$ cat src/rtl/swi_pkg.sv
// swi_pkg: shared widths, blank display code and lowest-set-bit encoder for the switch debouncer
package swi_pkg;
  localparam int SWI_MAX_WIDTH = 16;
  localparam int SWI_IDX_W = 5;
  localparam logic [SWI_IDX_W-1:0] SWI_NO_SWITCH = 5'd20;
  function automatic logic [SWI_IDX_W-1:0] lowest_set_idx(input logic [SWI_MAX_WIDTH-1:0] v);
    lowest_set_idx = SWI_NO_SWITCH;
    for (int i = SWI_MAX_WIDTH - 1; i >= 0; i--) if (v[i]) lowest_set_idx = SWI_IDX_W'(i);
  endfunction
endpackage

$ cat src/rtl/swi_debounce_bit.sv
// swi_debounce_bit: two-flop synchronizer, stability counter, debounced state and edge pulses for one switch
module swi_debounce_bit #(
  parameter int DEBOUNCE_CYCLES = 500000
) (
  input  logic clk,
  input  logic rst_n,
  input  logic sw_i,
  output logic state_o,
  output logic state_d_o,
  output logic rise_o,
  output logic fall_o
);
  localparam int CNT_W = $clog2(DEBOUNCE_CYCLES + 1);
  logic s1_q, s2_q, state_q, state_d, rise_q, fall_q, accept;
  logic [CNT_W-1:0] cnt_q, cnt_d;
  // any return to equality drops the whole count
  always_comb begin
    accept = (s2_q != state_q) && (cnt_q == CNT_W'(DEBOUNCE_CYCLES - 1));
    state_d = accept ? s2_q : state_q;
    cnt_d = (s2_q == state_q || accept) ? '0 : cnt_q + CNT_W'(1);
  end
  always_ff @(posedge clk or negedge rst_n) begin
    if (!rst_n) begin
      {s1_q, s2_q, state_q, rise_q, fall_q} <= '0;
      cnt_q <= '0;
    end else begin
      s1_q <= sw_i;
      s2_q <= s1_q;
      state_q <= state_d;
      cnt_q <= cnt_d;
      rise_q <= accept & s2_q;
      fall_q <= accept & ~s2_q;
    end
  end
  assign state_o = state_q;
  assign state_d_o = state_d;
  assign rise_o = rise_q;
  assign fall_o = fall_q;
endmodule

$ cat src/rtl/swi_debounce.sv
// swi_debounce: debounced slide switches with edge pulses and lowest-active index (20 = blank digit).
// Defining SWI_STICKY_EN adds sw_ack/sw_pending sticky event flags.
module swi_debounce
  import swi_pkg::*;
#(
  parameter int WIDTH = 16,
  parameter int DEBOUNCE_CYCLES = 500000
) (
  input  logic                 clk,
  input  logic                 rst_n,
`ifdef SWI_STICKY_EN
  input  logic [WIDTH-1:0]     sw_ack,
  output logic [WIDTH-1:0]     sw_pending,
`endif
  input  logic [WIDTH-1:0]     stswi,
  output logic [WIDTH-1:0]     sw_state,
  output logic [WIDTH-1:0]     sw_rise,
  output logic [WIDTH-1:0]     sw_fall,
  output logic                 sw_change,
  output logic [SWI_IDX_W-1:0] sw_index
);
  logic [WIDTH-1:0] state_d;
  logic [SWI_MAX_WIDTH-1:0] state_ext;
  logic [SWI_IDX_W-1:0] idx_q;
  genvar i;
  for (i = 0; i < WIDTH; i++) begin : g_bit
    swi_debounce_bit #(.DEBOUNCE_CYCLES(DEBOUNCE_CYCLES)) u_bit (
      .clk(clk), .rst_n(rst_n), .sw_i(stswi[i]), .state_o(sw_state[i]),
      .state_d_o(state_d[i]), .rise_o(sw_rise[i]), .fall_o(sw_fall[i])
    );
  end
  // encode the next state so the index lands in the same cycle as sw_state
  always_comb begin
    state_ext = '0;
    state_ext[WIDTH-1:0] = state_d;
  end
  always_ff @(posedge clk or negedge rst_n) begin
    if (!rst_n) idx_q <= SWI_NO_SWITCH;
    else idx_q <= lowest_set_idx(state_ext);
  end
  assign sw_index = idx_q;
  assign sw_change = |{sw_rise, sw_fall};
`ifdef SWI_STICKY_EN
  logic [WIDTH-1:0] pending_q;
  always_ff @(posedge clk or negedge rst_n) begin
    if (!rst_n) pending_q <= '0;
    else pending_q <= sw_rise | sw_fall | (pending_q & ~sw_ack);
  end
  assign sw_pending = pending_q;
`endif
endmodule

$ cat config.mk
export PLATFORM = sky130hd
export DESIGN_NAME = swi_debounce
export DESIGN_NICKNAME = d
export VERILOG_FILES = /design/src/rtl/swi_pkg.sv /design/src/rtl/swi_debounce_bit.sv /design/src/rtl/swi_debounce.sv
export SDC_FILE = /design/constraint.sdc
export NUM_CORES = 1
export LEC_CHECK = 0
export BUFFER_PORTS_ARGS = -buffer_cell sky130_fd_sc_hd__buf_2
export CORE_AREA = 2 2 216 154
export CTS_BUF_LIST = sky130_fd_sc_hd__clkbuf_8
export DETAILED_ROUTE_END_ITERATION = 8
export DIE_AREA = 0 0 218 156
export PLACE_DENSITY = 0.71
export SLEW_MARGIN = 5
export SYNTH_ARGS = -nofsm -noshare
export SYNTH_HDL_FRONTEND = slang
export SYNTH_SLANG_ARGS = --single-unit
$ cat constraint.sdc
create_clock -name clk -period 4.38 [get_ports clk]
set_clock_uncertainty 0.1 [all_clocks]
set_input_delay 0 -clock clk [delete_from_list [all_inputs] [get_ports clk]]
set_output_delay 0 -clock clk [all_outputs]
set_load 0.005 [all_outputs]
== Word-level counts from Yosys, hierarchy flattened ==
Index checks and enable logic that the tools add are counted.
Word-level totals
  input bits: 18
  word-level logic and storage cells: 290
  register bits: 389
  output and inout port bits: 54
Cells by class
  equality and inequality tests: 48
  multiplexer cells: 48
  reductions and logical operators: 33
  add/subtract/negate cells: 16
  bitwise logic cells: 48
Operators with widths (count)
  19-bit by 1-bit adder with 19-bit output (second input constant): 16
  19-bit == test (second input constant): 16
  19-bit 2-to-1 mux: 16
  5-bit 2-to-1 mux: 16
  1-bit AND: 32
  32-bit OR reduction: 1
  1-bit == test: 16
  1-bit logical AND: 16
  1-bit logical OR: 16
  1-bit 2-to-1 mux: 16
  1-bit inequality test: 16
  1-bit NOT: 16

== Logic depth before layout (Yosys ltp) ==
Gate-level depths: netlist (run 1).
  depth in word-level cells: 19
  depth in mapped cells: 9

== Cells and area by module ==
From an unflattened synthesis (run 1), not the netlist that was laid out.
Unflattened totals
  cells, all modules: 1777
  area, all modules: 18187.4 µm²
By module, submodules not included
  swi_debounce_bit (g_bit[0].u_bit ...): area an instance 1112.3 µm², instances 15, cells an instance 108
  swi_debounce_bit (g_bit[1].u_bit): area an instance 1119.8 µm², instances 1, cells an instance 109
  swi_debounce: area an instance 382.9 µm², instances 1, cells an instance 48

== Worst setup path after synthesis (run 1) ==
No wires, ideal clock.
  path kind: register to register
  start point: register g_bit[11].u_bit.cnt_q[9]
  end point: register idx_q[3], in the netlist sw_index[3]
  arrival time: 2.961 ns
  setup time: 0.119 ns
  data required time: 4.161 ns
  clock period less this slack: 3.180 ns
  stages on the path, launching flop included: 9
  path slack: 1.200 ns
  path through: dfrtp_1 -> or4b_2 -> or4_1 -> nor2_1 -> mux2i_1 -> inv_1 -> or2_1 -> or4b_1 -> and2_1
On the way
  word-level cells in the longest chain between the ends: 15
RTL lines
  start, declared: RTL line swi_debounce_bit.sv:15  | logic [CNT_W-1:0] cnt_q, cnt_d;
  start signal, assigned: RTL line swi_debounce_bit.sv:30  | cnt_q <= cnt_d;
  19-bit == test: RTL line swi_debounce_bit.sv:18  | accept = (s2_q != state_q) && (cnt_q == CNT_W'(DEBOUNCE_CYCLES - 1));
  1-bit logical AND: RTL line swi_debounce_bit.sv:18
  1-bit 2-to-1 mux: RTL line swi_debounce_bit.sv:19  | state_d = accept ? s2_q : state_q;
  named net g_bit[11].u_bit.state_d_o: RTL line swi_debounce_bit.sv:9  | output logic state_d_o,
  5-bit 2-to-1 mux (12 in series): RTL line swi_pkg.sv:8  | for (int i = SWI_MAX_WIDTH - 1; i >= 0; i--) if (v[i]) lowest_set_idx = SWI_IDX_W'(i);
  end signal, assigned: RTL line swi_debounce.sv:39  | else idx_q <= lowest_set_idx(state_ext);
  end, declared: RTL line swi_debounce.sv:24  | logic [SWI_IDX_W-1:0] idx_q;
The timed path passes the listed nets, and every way through them passes these cells.

== Final worst setup path (run 1) ==
Same ends and word-level chain as after synthesis.

==> flow_summary.ini, run 1 <==
[outcome]
status = completed

[floorplanning]
start_util_pct = 55.2
die_area_sq_um = 34000
die_h_microns = 156
die_w_microns = 218
rows = 55
num_io_pins = 72
core_sq_um = 31900

[detailed_routing]
ant_nets = 0
met2WireLength_mm = 14.7
vias = 12045
wl_mm = 34.5
dr.pass1.iters = 6
routed_via_density = 5.26
top_layer = met4
drc = 0
wl_per_cell_microns = 15.0
dr_wl_met3_mm = 1.70
drt_iter0_drc = 1008
wl_met1_mm = 17.2

[yosys]
ys_ff_latch = 389
synth_ff_type = dfrtp_1
yosysUniqueCellTypes = 45
yosysWarnings = 0
synth_top_cell_by_area = dfrtp_1
synthArstFlopShare_pct = 100
synth_nets = 1759
synth.area.top_cells = dfrtp_1 55%, xor2_1 8.0%, nor2_1 7.6%, xnor2_1 5.2%, nand3_1 3.3%
synth-edff-count = 0
synth_top_area_share_pct = 55.0
netlist_area_sq_um = 17600
seq_area_frac_synth_pct = 55.3
synth_cells = 1725
syn_area_per_cell_sq_um = 10.2

[clock_tree]
cts_buffers = 59
tritoncts = done
cts_sinks = 389
clockBufferDepth = 3
clock_latency_ns = 0.60
h-tree-depth = 2
clk_pin_slew_ns = 0.06
cts_resized = 0
cts_root_buf = clkbuf_8

[sta]
fin_hold_ws_ns = 0.250
setup_viol = 0
setup_tns_ns = 0
fmaxAchievable_mhz = 294
rsz0062_at_grt = no
relSlewSlack_pct = 35.5
post-route-min-period_ns = 3.41
worst_slew_pin_slew_ns = 0.959
finalHoldViolCount = 0
final_max_slew_viol_count = 0
min_period_over_period_pct = 77.8

[cells_and_area]
fin_nets = 1851
num_antenna_cells = 0
drive_gt1_share_pct = 10.4
syn_to_final_growth_pct = 12.2

[setup_path]
crit_slowest_cell = or4b_2
worstPathCellList = or4b_2 -> or4_1 -> nor2_1 -> mux2i_1 -> inv_1 -> or2_1 -> or4b_1 -> and2_1
path_class = flop to flop
worstPathArrival_ns = 3.79
cpPeakStageDelay_ns = 0.65
end_kind = flop
critPathLaunchType = flop
crit_required_ns = 4.76
cp_max_fo = 4

[pwr]
p_per_area_nw_per_um2 = 360
ir_drop_mv = 0.221
power.leakage_uw = 0.00901

[run]
maxCapViolCount = 0

[global_route]
grt_pass1_wl_mm = 58.3
grt_overflow_total = 0
grt_max_degree = 125
grt_pass1_vias = 11748
grt_usage_pct = 21.0
antenna_found_initial = 0

[placement]
place.gp.congestion = 0.830
portBuffers = 71
dp_hpwl_mm = 23.4

[worst_hold_path]
hp-class = flop to flop
==> stage by stage <==
stage	cells	setup WS, ns	power [uW]	utilization (%)	cell area (sq um)
after floorplan	1725	1.20	3850	-	17600
after global placement	2148	1.04	3960	56.7	18100
after detailed placement	2148	0.986	3970	56.7	18100
after CTS	2290	0.956	7230	61.9	19800
after global routing	2290	0.793	7440	61.9	19800
final	2290	0.974	7130	61.9	19800
==> timing repair <==
action / 4_1_cts / 5_1_grt
hold buffers: 35 / 0
hold endpoints to repair: 133 / 0
setup buffers: 0 / 0
==> sequential cells by signal, indices dropped and copies added (netlist names) <==
name / count
g_bit.u_bit.fall_o: 16
g_bit.u_bit.s1_q: 16
g_bit.u_bit.s2_q: 16
g_bit.u_bit.rise_o: 16
g_bit.u_bit.cnt_q: 304
sw_index: 5
g_bit.u_bit.state_o: 16
==> where the power goes <==
group	total (uW)	leakage (uW)	internal [uW]	switching [uW]
clock	3200	0.000732	1820	1390
combinational	227	0.00296	76.8	150
sequential	3700	0.00531	3650	50.3
==> cell usage after synthesis (24+ instances only) <==
master	count
nand3_1	117
buf_4	48
nand2_1	107
a21oi_1	26
xor2_1	160
or3_1	27
nor2_1	356
nor3b_1	24
nand4_1	64
clkbuf_1	29
and3_1	41
dfrtp_1	387
xnor2_1	105
inv_1	46
==> cell usage in the layout (no fill, tap or decap), types with 6 or more instances in the layout <==
master and count:
nor2b_1 7, xor2_1 160, and3_1 41, o21ai_0 23, nor3b_1 24, and3b_1 8, ha_1 16, nor4_1 17
nand2b_1 9, nor2_1 356, mux2i_1 9, clkbuf_8 81, xnor2_1 105, or4_1 16, nor3_1 14, nor4b_1 12
buf_2 70, and4_1 14, nand2_1 107, or3_1 27, dfrtp_1 387, inv_1 58, nand4_1 64, nand3_1 117
clkinv_2 11, dlygate4sd3_1 34, a21oi_1 26, or2_2 7, or4b_2 6, mux2_2 6
==> cells by family (layout without fill, tap and decap cells) <==
group	count (synthesis)	in the layout	synth area share [%]
XOR/XNOR	265	265	13.2
multiplexers	16	16	0.980
AO/OA/AOI/OAI	56	56	1.71
AND/OR/NAND/NOR	858	858	24.0
adder cells (fa/ha/maj)	16	16	1.14
buffers and inverters	125	263	3.69
flip-flops	389	389	55.3
==> worst paths after layout <==
path | from | endpoint | slack [ns] | cells past startpoint
setup / recovery | g_bit[11].u_bit.cnt_q[9] | sw_index[3] | 0.97 | 8
hold / removal | g_bit[2].u_bit.s1_q | g_bit[2].u_bit.s2_q | 0.25 | 0
setup reg to reg | g_bit[11].u_bit.cnt_q[9] | sw_index[3] | 0.97 | 8
hold reg to reg | g_bit[2].u_bit.s1_q | g_bit[2].u_bit.s2_q | 0.25 | 0
max in group asynchronous | rst_n | g_bit[3].u_bit.cnt_q[12] | 3.01 | 4
min in group asynchronous | rst_n | g_bit[14].u_bit.cnt_q[9] | 0.54 | 4
==> layer usage <==
| metal | GRT usage [%] | vias up |
|---|---|---|
| met3 | 4.52 | 58 |
| met1 | 31.1 | 5835 |
| met5 | 0 | - |
| met4 | 6.48 | 0 |
| met2 | 30.9 | 219 |
| li1 | - | 5933 |
==> worst max-delay path: cells and delay by family (launching register included) <==
family | cells | cell delay, ns
DFF | 1 | 0.41
buffers and inverters | 1 | 0.09
and+or+nand+nor | 6 | 2.37
muxes | 1 | 0.32
==> layout make-up <==
cell class | count | area [sq um]
clock buffers | 81 | 1110
clock inverters | 26 | 190
fillers | 2619 | 12200
inverters | 46 | 173
multi-input cells | 1211 | 7230
flip-flops and latches | 389 | 9740
well taps | 427 | 534
repair buffers | 110 | 788
Power figures use the tool's default switching activity.
==> run 2, diff against run 1 <==
--- a/config.mk
+++ b/config.mk
@@ -10,7 +10,7 @@
 export CTS_BUF_LIST = sky130_fd_sc_hd__clkbuf_8
 export DETAILED_ROUTE_END_ITERATION = 8
 export DIE_AREA = 0 0 218 156
-export PLACE_DENSITY = 0.71
+export PLACE_DENSITY = 0.73
 export SLEW_MARGIN = 5
 export SYNTH_ARGS = -nofsm -noshare
 export SYNTH_HDL_FRONTEND = slang
==> constraint.sdc (replaced) <==
create_clock -name clk -period 2.9 [get_ports clk]
set_clock_uncertainty 0.1 [all_clocks]
set_input_delay 0 -clock clk [delete_from_list [all_inputs] [get_ports clk]]
set_output_delay 0 -clock clk [all_outputs]
set_load 0.005 [all_outputs]
==> flow_summary.ini, run 2 (synthesized netlist as in run 1, its figures left out) <==
[pwr]
power.leakage_uw = 0.00928
ir_drop_mv = 0.403
power.total_uw = 10500
p_per_area_nw_per_um2 = 522

[clock_tree]
clock_latency_ns = 0.60
clk_pin_slew_ns = 0.06
cts_root_buf = clkbuf_8
clockBufferDepth = 3
tritoncts = done
h-tree-depth = 2
cts_sinks = 389
cts_buffers = 58

[detailed_routing]
wl_per_cell_microns = 15.1
wl_mm = 35.3
vias = 12269
drc = 0
ant_nets = 0
drt_iter0_drc = 898
dr.pass1.iters = 5
routed_via_density = 5.23

[setup_path]
ff2ff_path_depth = 9
critPathLaunchType = flop
worstPathArrival_ns = 3.48
rrSetupSlack_ns = -0.19
crit_required_ns = 3.29
path_class = flop to flop
end_kind = flop
reg2reg_from = g_bit[11].u_bit.cnt_q[12]
cp_max_fo = 2
rr_endpoint = sw_index[3]
crit_end = sw_index[3]
cp-startpoint = g_bit[11].u_bit.cnt_q[12]

[floorplanning]
die_area_sq_um = 34000
core_sq_um = 31900
die_h_microns = 156
die_w_microns = 218
start_util_pct = 55.2
num_io_pins = 72
rows = 55

[sta]
setup_viol = 2
post-route-min-period_ns = 3.09
relSlewSlack_pct = 54.1
finalHoldViolCount = 0
final_max_slew_viol_count = 0
fin_ws_ns = -0.191
min_period_over_period_pct = 107
rsz0062_at_grt = yes
worst_slew_pin_slew_ns = 0.683
fmaxAchievable_mhz = 324

[global_route]
antenna_found_initial = 0
grt_pass1_vias = 11926
grt_max_degree = 89
grt_pass1_wl_mm = 59.5
grt_overflow_total = 0
grt_usage_pct = 21.4

[placement]
place.gp.congestion = 0.829
dp_hpwl_mm = 24.5
portBuffers = 71

[cells_and_area]
final_util_pct = 63.3
drive_gt1_share_pct = 13.5
syn_to_final_growth_pct = 14.7
num_antenna_cells = 0
final_common_cell = dfrtp_1
regMostFlops = g_bit.u_bit.cnt_q
largest_reg_flops = 304
fin_nets = 1911
mostFrequentLayoutCells = 387 x dfrtp_1, 355 x nor2_1, 160 x xor2_1

[run]
maxCapViolCount = 0

[worst_hold_path]
hp-class = flop to flop
min_path_cells = 0

[outcome]
status = complete, but fails checks
violations = negative setup slack
## run 2: area by class of cell
class	count	area, sq um
clock buffers	80	1100
clock inverters	23	129
fillers	2537	11700
inverters	46	173
multi-input cells	1211	7280
flip-flops and latches	389	9740
well taps	427	534
repair buffers	171	1260
## run 2: critical path: stages, from the launching register on
cell,delay (ns)
dfrtp_1,0.38
or4b_4,0.53
or4_4,0.56
nor2_4,0.11
mux2i_1,0.21
buf_4,0.16
inv_2,0.04
or2_4,0.24
or4b_4,0.48
and2_4,0.17
## run 2: metal layers
metal / up-vias / track usage (%) / routed length (microns)
met5: - / 0 / 0
met4: 0 / 6.61 / 841
met3: 66 / 4.93 / 1960
met2: 244 / 31.5 / 15100
met1: 5901 / 31.6 / 17400
li1: 6058 / - / -
## run 2: worst min-delay path by stage
stage                          from                   endpoint  slack, ns
6_report       g_bit[11].u_bit.s1_q       g_bit[11].u_bit.s2_q       0.25
5_1_grt        g_bit[11].u_bit.s1_q       g_bit[11].u_bit.s2_q       0.25
4_1_cts        g_bit[11].u_bit.s1_q       g_bit[11].u_bit.s2_q       0.25
3_5_place_dp                  rst_n  g_bit[14].u_bit.cnt_q[12]      -0.11
3_3_place_gp                  rst_n  g_bit[14].u_bit.cnt_q[13]      -0.11
2_1_floorplan                 rst_n    g_bit[0].u_bit.cnt_q[0]      -0.40
## run 2: repair_timing
action,4_1_cts,5_1_grt
gates resized for setup,2,5
pin swaps,2,4
hold buffers,35,0
cloned,0,0
endpoints found under the hold margin,403,0
endpoints found under the setup margin,2,4
setup buffers,3,2
## run 2: report_power, final
part	total [uW]	internal (uW)	leakage [uW]	switching, uW
clock network	4600	2530	0.000687	2070
registers	5580	5510	0.00531	74.9
logic	355	126	0.00328	230
total	10500	8160	0.00928	2380
## run 2: per-stage QoR
stage | worst slack [ns] | setup TNS [ns] | cell area (sq um) | instances | hold WS, ns
after global placement | -0.192 | -0.276 | 18600 | 2206 | -0.115
after global routing | -0.251 | -0.451 | 20200 | 2347 | 0.255
after detailed placement | -0.243 | -0.403 | 18600 | 2206 | -0.113
after floorplan | -0.0771 | -0.0771 | 17600 | 1725 | -0.396
after CTS | -0.200 | -0.323 | 20200 | 2347 | 0.251
final | -0.191 | -0.307 | 20200 | 2347 | 0.247
==> run 3, diff against run 2 <==
--- a/config.mk
+++ b/config.mk
@@ -6,10 +6,10 @@
 export NUM_CORES = 1
 export LEC_CHECK = 0
 export BUFFER_PORTS_ARGS = -buffer_cell sky130_fd_sc_hd__buf_2
-export CORE_AREA = 2 2 216 154
+export CORE_AREA = 2 2 181 183
 export CTS_BUF_LIST = sky130_fd_sc_hd__clkbuf_8
 export DETAILED_ROUTE_END_ITERATION = 8
-export DIE_AREA = 0 0 218 156
+export DIE_AREA = 0 0 183 185
 export PLACE_DENSITY = 0.73
 export SLEW_MARGIN = 5
 export SYNTH_ARGS = -nofsm -noshare
==> flow_summary.ini, run 3 (synthesized netlist as in run 1, its figures left out) <==
[worst_hold_path]
hp-class = flop to flop
holdPathEnd = g_bit[14].u_bit.s2_q
hold_path_startpoint = g_bit[14].u_bit.s1_q
min_path_cells = 0

[global_route]
grt_usage_pct = 21.4
grt_pass1_vias = 12486
antenna_found_initial = 0
grt_pass1_wl_mm = 59.3
grt_max_degree = 88
grt_overflow_total = 0

[setup_path]
worstPathArrival_ns = 3.44
ff2ff_path_depth = 8
end_kind = flop
critPathLaunchType = flop
cp_max_fo = 3
rrSetupSlack_ns = -0.17
reg2reg_from = g_bit[11].u_bit.cnt_q[10]
path_class = flop to flop
rr_endpoint = sw_index[3]
crit_required_ns = 3.27

[cells_and_area]
drive_gt1_share_pct = 13.8
mostFrequentLayoutCells = 387 x dfrtp_1, 354 x nor2_1, 160 x xor2_1
final_common_cell = dfrtp_1
largest_reg_flops = 304
num_antenna_cells = 0
syn_to_final_growth_pct = 15.7
final_util_pct = 63.6
regMostFlops = g_bit.u_bit.cnt_q
postLayoutCellArea_sq_um = 20400
nFillCells = 2541
fin_nets = 1915

[clock_tree]
clockBufferDepth = 3
clock_latency_ns = 0.58
cts_root_buf = clkbuf_8
h-tree-depth = 3
cts_buffers = 66
tritoncts = done
clk_pin_slew_ns = 0.06
cts_sinks = 389

[placement]
place_area_sq_um = 18500
dp_hpwl_mm = 24.0
place.gp.congestion = 0.844
portBuffers = 71

[sta]
final_max_slew_viol_count = 0
rsz0062_at_grt = yes
fin_ws_ns = -0.168
setup_tns_ns = -0.408
relSlewSlack_pct = 44.4
post-route-min-period_ns = 3.07
worst_slew_pin_slew_ns = 0.822
finalHoldViolCount = 0
setup_viol = 4
min_period_over_period_pct = 106
fmaxAchievable_mhz = 326

[floorplanning]
die_w_microns = 183
die_h_microns = 185
core_sq_um = 32000
start_util_pct = 55.0
rows = 66
num_io_pins = 72
die_area_sq_um = 33900

[detailed_routing]
routed_via_density = 5.34
dr.pass1.iters = 6
drc = 0
wl_per_cell_microns = 15.0
ant_nets = 0
drt_iter0_drc = 677
vias = 12473
wl_mm = 35.0

[run]
maxCapViolCount = 0

[pwr]
power.leakage_uw = 0.00937
ir_drop_mv = 0.346
power.total_uw = 11200
p_per_area_nw_per_um2 = 549

[outcome]
status = complete, but fails checks
violations = negative setup slack
## run 3: repair_timing
item,CTS,global route
endpoints found under the setup margin,2,5
pin swaps,4,4
endpoints found under the hold margin,403,0
resized for setup,0,9
buffers inserted,5,2
hold buffers,35,0
## run 3: stage by stage
step	setup WS, ns	hold WS, ns	instances
3_5_place_dp	-0.164	-0.0887	2183
4_1_cts	-0.117	0.248	2339
5_1_grt	-0.223	0.254	2337
6_report	-0.168	0.246	2337
2_1_floorplan	-0.0771	-0.396	1725
3_3_place_gp	-0.120	-0.0882	2183
## run 3: worst max-delay path by stage
stage,slack (ns),cells after the start,end,startpoint
after floorplan,-0.08,8,sw_index[3],g_bit[11].u_bit.cnt_q[12]
after global placement,-0.12,8,sw_index[3],g_bit[11].u_bit.cnt_q[12]
after detailed placement,-0.16,8,sw_index[3],g_bit[11].u_bit.cnt_q[12]
after CTS,-0.12,8,sw_index[3],g_bit[11].u_bit.cnt_q[10]
after global routing,-0.22,8,sw_index[3],g_bit[11].u_bit.cnt_q[10]
final,-0.17,8,sw_index[3],g_bit[11].u_bit.cnt_q[10]
## run 3: layer usage
metal,global-route usage [%],routed length [microns],up-vias
met1,29.5,16300,6145
met2,34.5,16500,204
met5,0,0,-
met3,3.64,1390,57
met4,7.84,795,0
li1,-,-,6067
## run 3: worst max-delay path, stage by stage, from the launching register on
cell,delay [ns]
dfrtp_1,0.37
or4b_4,0.52
or4_4,0.56
nor2_4,0.15
mux2i_2,0.26
inv_1,0.08
or2_4,0.27
or4b_4,0.49
and2_4,0.17
## run 3: power by group
part / switching (uW) / internal, uW / leakage [uW] / total (uW)
sequential: 74.0 / 5510 / 0.00531 / 5580
clock: 2190 / 3060 / 0.000791 / 5260
combinational: 230 / 127 / 0.00326 / 357
## run 3: cell type report
| type | count | area [sq um] | area share (%) |
|---|---|---|---|
| timing repair buffer | 167 | 1230 | 6.05 |
| clock buffer | 84 | 1160 | 5.67 |
| sequential | 389 | 9740 | 47.8 |
| clock inverter | 32 | 287 | 1.41 |
| multi-input combinational | 1211 | 7280 | 35.7 |
| tap | 408 | 510 | 2.51 |
| inverter | 46 | 173 | 0.847 |
